<file path="config.mk">
export PLATFORM = sky130hd
export DESIGN_NAME = romulus_tbc_sequencer
export DESIGN_NICKNAME = d
export VERILOG_FILES = /design/src/rtl/romulus_tbc_sequencer.sv
export SDC_FILE = /design/constraint.sdc
export NUM_CORES = 1
export LEC_CHECK = 0
export BUFFER_PORTS_ARGS = -buffer_cell sky130_fd_sc_hd__buf_4
export CAP_MARGIN = 10
export CORE_ASPECT_RATIO = 1.1
export CORE_UTILIZATION = 45
export CTS_CLUSTER_DIAMETER = 50
export DETAILED_ROUTE_END_ITERATION = 12
export MAX_ROUTING_LAYER = met4
export PLACE_DENSITY = 0.76
export SLEW_MARGIN = 20
export SYNTH_ARGS = -nofsm -noshare
export SYNTH_HDL_FRONTEND = slang
export SYNTH_SLANG_ARGS = --single-unit
</file>
<file path="constraint.sdc">
create_clock -name clk -period 1.8 [get_ports clk]
set_input_delay 0.45 -clock clk [delete_from_list [all_inputs] [get_ports clk]]
set_output_delay 0.45 -clock clk [all_outputs]
set_load 0.005 [all_outputs]
</file>
<file path="src/rtl/romulus_tbc_sequencer.sv">
// Control sequencer for a Romulus TBC datapath: LOAD, optional ABSORB, ROUNDS rounds, CORRECT, DONE.
// Define ROMULUS_DEC_EN to honour the dec request during ABSORB; otherwise decrypt stays 16'h0000.
module romulus_tbc_sequencer #(
    parameter int unsigned ROUNDS        = 40,
    parameter int unsigned CONSTANTWIDTH = 12
) (
    input  logic                     clk,
    input  logic                     rst,
    input  logic                     start,
    input  logic                     new_key,
    input  logic                     new_msg,
    input  logic                     absorb,
    input  logic                     dec,
    output logic                     ready,
    output logic                     pdo_valid,
    output logic                     done,
    output logic                     srst,
    output logic                     senc,
    output logic                     sen,
    output logic                     xrst,
    output logic                     xenc,
    output logic                     xen,
    output logic                     yrst,
    output logic                     yenc,
    output logic                     yen,
    output logic                     zrst,
    output logic                     zenc,
    output logic                     zen,
    output logic                     correct_cnt,
    output logic                     tk1s,
    output logic                     erst,
    output logic [15:0]              decrypt,
    output logic [CONSTANTWIDTH-1:0] constant
);

    localparam int unsigned CNT_W = 6;
    localparam int unsigned RC_W  = 6;

    typedef enum logic [2:0] {
        S_IDLE,
        S_LOAD,
        S_ABSORB,
        S_ROUND,
        S_CORRECT,
        S_DONE
    } state_t;

    typedef struct packed {
        logic nk;
        logic nm;
        logic ab;
    } flags_t;

    typedef struct packed {
        logic            ready;
        logic            pdo_valid;
        logic            done;
        logic            srst;
        logic            senc;
        logic            sen;
        logic            xrst;
        logic            xenc;
        logic            xen;
        logic            yrst;
        logic            yenc;
        logic            yen;
        logic            zrst;
        logic            zenc;
        logic            zen;
        logic            correct_cnt;
        logic            tk1s;
        logic [15:0]     decrypt;
        logic [RC_W-1:0] rc;
    } ctrl_t;

    state_t          state_q, state_n;
    logic [RC_W-1:0] rc_q, rc_n;
    logic [CNT_W-1:0] cnt_q, cnt_n;
    flags_t          flags_q, flags_n;
    ctrl_t           ctrl_q, ctrl_n;
    logic            rst_d_q;

`ifdef ROMULUS_DEC_EN
    logic dc_q, dc_n;
`else
    logic unused_dec;
    assign unused_dec = dec;
`endif

    // State, counters, latched request flags and registered control word
    always_ff @(posedge clk) begin
        if (rst) begin
            state_q     <= S_IDLE;
            rc_q        <= '0;
            cnt_q       <= '0;
            flags_q     <= '0;
            rst_d_q     <= 1'b1;
            ctrl_q      <= '0;
            ctrl_q.srst <= 1'b1;
`ifdef ROMULUS_DEC_EN
            dc_q        <= 1'b0;
`endif
        end else begin
            state_q <= state_n;
            rc_q    <= rc_n;
            cnt_q   <= cnt_n;
            flags_q <= flags_n;
            rst_d_q <= 1'b0;
            ctrl_q  <= ctrl_n;
`ifdef ROMULUS_DEC_EN
            dc_q    <= dc_n;
`endif
        end
    end

    // Next state, then controls decoded from the state being entered so they register in step with it
    always_comb begin
        state_n = state_q;
        rc_n    = rc_q;
        cnt_n   = cnt_q;
        flags_n = flags_q;
        ctrl_n  = '0;
`ifdef ROMULUS_DEC_EN
        dc_n    = dc_q;
`endif

        case (state_q)
            S_IDLE: begin
                if (start && ctrl_q.ready) begin
                    state_n    = S_LOAD;
                    flags_n.nk = new_key;
                    flags_n.nm = new_msg;
                    flags_n.ab = absorb;
`ifdef ROMULUS_DEC_EN
                    dc_n       = dec;
`endif
                end
            end
            S_LOAD: begin
                rc_n    = RC_W'(6'h01);
                cnt_n   = '0;
                state_n = flags_q.ab ? S_ABSORB : S_ROUND;
            end
            S_ABSORB: state_n = S_ROUND;
            S_ROUND: begin
                rc_n = {rc_q[4:0], rc_q[5] ^ rc_q[4] ^ 1'b1};
                if (cnt_q == CNT_W'(ROUNDS - 1)) begin
                    cnt_n   = '0;
                    state_n = S_CORRECT;
                end else begin
                    cnt_n = cnt_q + CNT_W'(1);
                end
            end
            S_CORRECT: state_n = S_DONE;
            S_DONE:    state_n = S_IDLE;
            default:   state_n = S_IDLE;
        endcase

        ctrl_n.srst = rst_d_q;
        case (state_n)
            S_IDLE: ctrl_n.ready = ~rst_d_q;
            S_LOAD: begin
                ctrl_n.xrst = flags_n.nk;
                ctrl_n.yrst = 1'b1;
                ctrl_n.zrst = flags_n.nm;
            end
            S_ABSORB: begin
                ctrl_n.sen       = 1'b1;
                ctrl_n.pdo_valid = 1'b1;
`ifdef ROMULUS_DEC_EN
                ctrl_n.decrypt   = dc_n ? 16'hFFFF : 16'h0000;
`endif
            end
            S_ROUND: begin
                ctrl_n.sen  = 1'b1;
                ctrl_n.senc = 1'b1;
                ctrl_n.xen  = 1'b1;
                ctrl_n.xenc = 1'b1;
                ctrl_n.yen  = 1'b1;
                ctrl_n.yenc = 1'b1;
                ctrl_n.zen  = 1'b1;
                ctrl_n.zenc = 1'b1;
                ctrl_n.rc   = rc_n;
            end
            S_CORRECT: begin
                ctrl_n.xen         = 1'b1;
                ctrl_n.yen         = 1'b1;
                ctrl_n.zen         = 1'b1;
                ctrl_n.correct_cnt = 1'b1;
                ctrl_n.tk1s        = 1'b1;
            end
            S_DONE:  ctrl_n.done = 1'b1;
            default: ctrl_n.done = 1'b0;
        endcase
    end

    assign ready       = ctrl_q.ready;
    assign pdo_valid   = ctrl_q.pdo_valid;
    assign done        = ctrl_q.done;
    assign srst        = ctrl_q.srst;
    assign senc        = ctrl_q.senc;
    assign sen         = ctrl_q.sen;
    assign xrst        = ctrl_q.xrst;
    assign xenc        = ctrl_q.xenc;
    assign xen         = ctrl_q.xen;
    assign yrst        = ctrl_q.yrst;
    assign yenc        = ctrl_q.yenc;
    assign yen         = ctrl_q.yen;
    assign zrst        = ctrl_q.zrst;
    assign zenc        = ctrl_q.zenc;
    assign zen         = ctrl_q.zen;
    assign correct_cnt = ctrl_q.correct_cnt;
    assign tk1s        = ctrl_q.tk1s;
    assign erst        = 1'b0;
    assign decrypt     = ctrl_q.decrypt;
    assign constant    = CONSTANTWIDTH'(ctrl_q.rc);

endmodule

</file>
[Yosys cells after proc, flatten, opt, wreduce, memory -nomap -nowiden]
Index checks and enable logic that the tools add are counted.
Word-level totals
  register bits after elaboration: 53
  input port bits: 7
  output and inout bits: 46
  word-level logic and storage cells: 65
Operators by class
  add/sub/neg operators: 1
  eq/ne operators: 10
  multiplexer cells: 17
  bitwise operators: 6
  reduce and logical (&&, ||, !) cells: 10
Operators by type and width (number)
  6-bit one-hot mux with 2 select lines: 2
  3-bit one-hot mux with 5 select lines: 1
  3-bit by 2-bit == test with 1-bit output, second input constant: 4
  3-bit 2-to-1 mux: 4
  2-bit OR reduction: 5
  3-bit == test, second input constant: 3
  1-bit 2-to-1 mux: 8
  6-bit by 1-bit adder with 6-bit output, second input constant: 1
  3-bit by 1-bit == test with 1-bit output, second input constant: 2
  6-bit == test, second input constant: 1
  3-bit zero test: 2
  6-bit 2-to-1 mux: 1
  1-bit NOT: 5
  2-bit 2-to-1 mux: 1
  2-bit AND reduction: 1
  2-bit nonzero test: 1
  1-bit logical AND: 1
  1-bit bitwise XOR: 1

[Depth between registers and ports, before layout]
  depth after elaboration: 6
  mapped depth: 6
  mapped depth without buffers: 5

[Worst setup path before layout]
OpenSTA, ideal clock, no wires.
  path kind: flip-flop to flip-flop
  start: reg cnt_q[0]
  end: reg ctrl_q (netlist bit constant[0])
  library setup time: 65 ps
  arrival time: 1405 ps
  required time: 1735 ps
  slack: 331 ps
  stages on the path, launching flop included: 6
  buffers on the path: 0
  clock period less this slack: 1469 ps
  cell sequence: dfxtp_1 > ha_1 > and3b_1 > a2111oi_4 > o211ai_4 > nor2_1
On the way
  cells in the longest elaborated chain, start to end: 6
RTL lines
  start: declaration: RTL line 78  | logic [CNT_W-1:0] cnt_q, cnt_n;
  start signal: assignment: RTL line 106  | cnt_q <= cnt_n;
  6-bit == test: RTL line 147  | if (cnt_q == CNT_W'(ROUNDS - 1)) begin
  3-bit 2-to-1 mux: RTL line 147
  3-bit one-hot mux with 5 select lines: RTL line 127  | case (state_q)
  3-bit by 2-bit == test with 1-bit output: RTL line 160  | case (state_n)
  1-bit NOT (no source line)
  2-bit OR reduction (no source line)
  end signal: assignment: RTL line 109  | ctrl_q <= ctrl_n;
  end: declaration: RTL line 80  | ctrl_t ctrl_q, ctrl_n;
Every way passes these cells.
A chain may end at the register's enable or synchronous reset.

[Worst setup path after layout]
Same ends and word-level chain as after synthesis.

==> out/summary.md <==
The logs give 3500 µm² for the area of the die and 0.00687 ns for the setup skew after layout. The tools report the HPWL reported at the end of detailed placement as 1610 µm. The post-route minimum period works out to 1.66 ns. The tools report the cell area after layout as 1600 µm².

Summed over all cells, the static leakage comes to 0.000701 µW. Buffers inserted during clock tree synthesis total 5. Setup repair after global routing left no endpoint under its margin.

The worst hold path terminates at zrst. The tools report the count of final setup violators as 0. The setup path with the least slack is of type reg -> reg. The run gives 4 as the detailed-routing iteration count for the pre-antenna-repair pass. The arrival time reported for the critical path endpoint was 1.91 ns; the worst slack on hold paths was 0.334 ns. Of the cells placed in the final design, the portion with a size suffix greater than 1 is 22.5%. Number of top-level design ports: 53.

Summing the areas of all compound-gate instances in the mapped netlist gives 13.3% of the synthesized area. The detailed router placed 999 vias in this run. The part of the Yosys area used for sequential elements was 46.3%.

Of the total synthesized cell area, the portion taken by XOR and XNOR cells is 1.19%. Along the worst hold path, the cell count comes to 2. CTS saw 34 sinks.

In this run the core area contains 21 standard-cell rows. The power per standard cell area is 841 nW/µm². At the end of the flow the core is filled with cells to 51.9%.

Basic-gate share of the synthesized area counting and, or, nand and nor cells: 18.9%. In this run the worst hold path is classified as in -> reg. Adder and majority cell fraction of the synthesized area: 0.851%.

In this run the remaining antenna-violating nets after routing total 0. The tools report the number of synthesis warnings as 0. The cell sitting at the root of the clock tree is a sky130_fd_sc_hd__clkbuf_4. Summed over all layers, the routed wires come to 2220 µm.

Number of hold buffers added after CTS: 0. For the number of buffers inserted to repair setup after CTS, the log shows 0. Latest clock arrival within the worst-skew pair: 0.32 ns. The instance count of the mapped netlist was 157; the global-route wire length before repair was 3630 µm.

The logs give 2 for the total number of H-tree levels and 0.143 ns for the post-route worst setup slack. The run gives 0.684 mV as the largest voltage drop on the vdd net. After detailed routing, the number of remaining DRC violations is 0. The total of cells resized after clock tree synthesis was 0; the overall die width was 56.5 µm.

The area growth from synthesis to layout is 8.60%. Measured along the y axis, the die boundary spans 61.9 µm. TritonCTS built the clock tree. The post-synthesis average cell area came out at 9.36 µm². Global routing used 14.6% of the available tracks across all layers. 0 antenna diodes ended up in the layout. After the last flow step, the layout net total stands at 186. Placeable core region: 3070 µm². Post-detailed-route via-to-cell ratio: 4.71. The worst setup path is launched from a register. The logs give 1550 µm² for the instance area after placement and 2 for the clock tree buffer depth. The worst setup path is captured at a register. The effective utilization at floorplan is 47.8%. Static timing analysis puts the maximum clock frequency at 0.603 GHz. After clock tree synthesis, the clock-pin slew on the worst setup and hold paths is 0.09 ns. The tools report the launch instance of the worst min-delay path as new_msg. The logs give 0 for the max-cap violation count and 0 ns for the accumulated negative setup slack. Via count of the first global-routing pass: 868.

In this run the cell area of the synthesized design comes to 1470 µm². After synthesis, the largest family of logic cells by area is simple AND/OR/NAND/NOR gates. The setup slack after placement was 0.167 ns; the flip-flop and latch count after synthesis was 34.

The detail-routed net length per standard cell was 10.5 µm. The flow ran to the end, and the final reports show no timing, DRC or antenna violations. The final-report hold violation count is 0, and the maximum number of pins on one net before global-route repair is 24. For the violation count after the first detailed-routing iteration, the log shows 15.

The number of buffers added on ports works out to 28. Measured against the total synthesized area, the mux share comes to 0.681%. Peak fanout along the critical path: 7.

The capture instance of the worst register-to-register path is constant[0]. After global routing the overflow that remains totals 0. The share of the cycle needed by the critical path after routing was 92.1%. STA puts the critical path data required time at 2.06 ns. Synthesis instantiated 39 different standard cells from the library.

The startpoint identified for the worst register-to-register timing path is cnt_q[0]. Counting cells, the worst reg-to-reg path comes to 5. The count of pins over their slew limit was 0.

The logs give 0 for the number of antenna violations at the first check in global routing and 0.14 ns for the slack of the worst reg-to-reg path. At the end of routability-driven placement, the weighted congestion stood at 0.782.
## cell families (layout without fill, tap and decap cells)
group	Yosys count	count (layout)
muxes	1	1
buffers and inverters	40	39
other	1	23
AOI/OAI and AO/OA	27	27
adders and majority gates	1	1
xor gates and xnor gates	2	2
and+or+nand+nor	51	51
DFF	34	34
## worst max-delay path by stage
stage,start,endpoint,slack [ns],cells after the start
floorplan,cnt_q[0],constant[0],0.33,5
global placement,cnt_q[0],constant[1],0.22,5
detailed placement,cnt_q[0],constant[0],0.17,5
CTS,cnt_q[0],constant[0],0.13,5
global route,cnt_q[0],constant[3],0.0007,5
finish,cnt_q[0],constant[0],0.14,5
## metrics by stage
step | total power (µW) | cells
final | 1340 | 212
after detailed placement | 996 | 205
after floorplan | 986 | 179
after CTS | 1360 | 212
after global placement | 993 | 205
after global routing | 1420 | 212
## synthesized netlist by cell type
cell                        number  area, µm²
sky130_fd_sc_hd__nor4b_1         1       8.76
sky130_fd_sc_hd__or2_2           2       12.5
sky130_fd_sc_hd__and4b_1         1       10.0
sky130_fd_sc_hd__a211oi_1        2       15.0
sky130_fd_sc_hd__dfxtp_1        34        681
sky130_fd_sc_hd__o22ai_1         1       6.26
sky130_fd_sc_hd__a2111oi_0       1       8.76
sky130_fd_sc_hd__a21o_1          2       15.0
sky130_fd_sc_hd__nor2_1         19       71.3
sky130_fd_sc_hd__conb_1          1       3.75
sky130_fd_sc_hd__and3b_1         1       8.76
sky130_fd_sc_hd__and4b_4         1       13.8
sky130_fd_sc_hd__nand2b_1        1       6.26
sky130_fd_sc_hd__o2111ai_1       1       8.76
sky130_fd_sc_hd__nor2_2          1       6.26
sky130_fd_sc_hd__and3_1          5       31.3
sky130_fd_sc_hd__clkbuf_2        1       5.00
sky130_fd_sc_hd__and2b_1         1       7.51
sky130_fd_sc_hd__o21ai_0         3       15.0
sky130_fd_sc_hd__buf_4          30        225
sky130_fd_sc_hd__nand3b_1        2       15.0
sky130_fd_sc_hd__nand2_1         3       11.3
sky130_fd_sc_hd__a21oi_1        14       70.1
sky130_fd_sc_hd__o211ai_4        1       21.3
sky130_fd_sc_hd__nor2b_1         1       6.26
sky130_fd_sc_hd__nand3_1         3       15.0
sky130_fd_sc_hd__inv_1           3       11.3
sky130_fd_sc_hd__ha_1            1       12.5
sky130_fd_sc_hd__buf_2           1       5.00
sky130_fd_sc_hd__nor4_1          2       12.5
sky130_fd_sc_hd__nor3b_1         1       7.51
sky130_fd_sc_hd__mux2i_1         1       10.0
sky130_fd_sc_hd__a22oi_1         1       7.51
sky130_fd_sc_hd__nor3_1          3       15.0
sky130_fd_sc_hd__a2111oi_4       1       27.5
sky130_fd_sc_hd__and2_1          3       18.8
sky130_fd_sc_hd__clkbuf_1        4       15.0
sky130_fd_sc_hd__buf_6           1       11.3
sky130_fd_sc_hd__xnor2_1         2       17.5
## where the power goes
part | internal, µW | switching (µW) | leakage, µW | total [µW]
Sequential | 780 | 25.8 | 0.000276 | 805
Combinational | 78.3 | 93.8 | 0.000400 | 172
Clock | 147 | 218 | 0.0000254 | 365
Total | 1010 | 337 | 0.000701 | 1340
## worst max-delay path: stages (launching register included)
cell and delay [ns]:
sky130_fd_sc_hd__dfxtp_1 0.35, sky130_fd_sc_hd__ha_1 0.24, sky130_fd_sc_hd__and3b_1 0.26, sky130_fd_sc_hd__a2111oi_4 0.43, sky130_fd_sc_hd__o211ai_4 0.18, sky130_fd_sc_hd__nor2_1 0.14
## routing by layer
layer | share of wire [%] | up-vias | wire [µm] | GRT usage [%]
met3 | 5.4 | 2 | 120 | 4.97
met5 | 0 | - | 0 | -
li1 | - | 518 | - | -
met2 | 52 | 33 | 1150 | 25.2
met1 | 41 | 446 | 913 | 14.0
met4 | 1.5 | 0 | 34 | 10.5
## sequential cells by signal (all words and copies together), names as in the netlist, 3 cells and up
name	flops
cnt_q	6
constant	6
rc_q	6
state_q	3
## area by class of cell
type / instances / area, µm²
Fill cell: 308 / 1480
Sequential cell: 34 / 681
Multi-Input combinational cell: 105 / 599
Timing Repair Buffer: 29 / 218
Clock buffer: 7 / 45.0
Tap cell: 34 / 42.5
Inverter: 3 / 11.3
## layout by cell type (no fill, tap or decap), types with 2 or more instances in the layout
cell and n:
sky130_fd_sc_hd__nand3_1 3, sky130_fd_sc_hd__nor2_1 19, sky130_fd_sc_hd__xnor2_1 2, sky130_fd_sc_hd__o21ai_0 3, sky130_fd_sc_hd__or2_2 2, sky130_fd_sc_hd__clkbuf_1 2
sky130_fd_sc_hd__nor4_1 2, sky130_fd_sc_hd__a21o_1 2, sky130_fd_sc_hd__inv_1 3, sky130_fd_sc_hd__clkbuf_4 5, sky130_fd_sc_hd__and2_1 3, sky130_fd_sc_hd__dfxtp_1 34
sky130_fd_sc_hd__and3_1 5, sky130_fd_sc_hd__a211oi_1 2, sky130_fd_sc_hd__nand3b_1 2, sky130_fd_sc_hd__conb_1 23, sky130_fd_sc_hd__buf_4 29, sky130_fd_sc_hd__nand2_1 3
sky130_fd_sc_hd__nor3_1 3, sky130_fd_sc_hd__a21oi_1 14
Note: power is estimated with default switching activity, not from simulation.
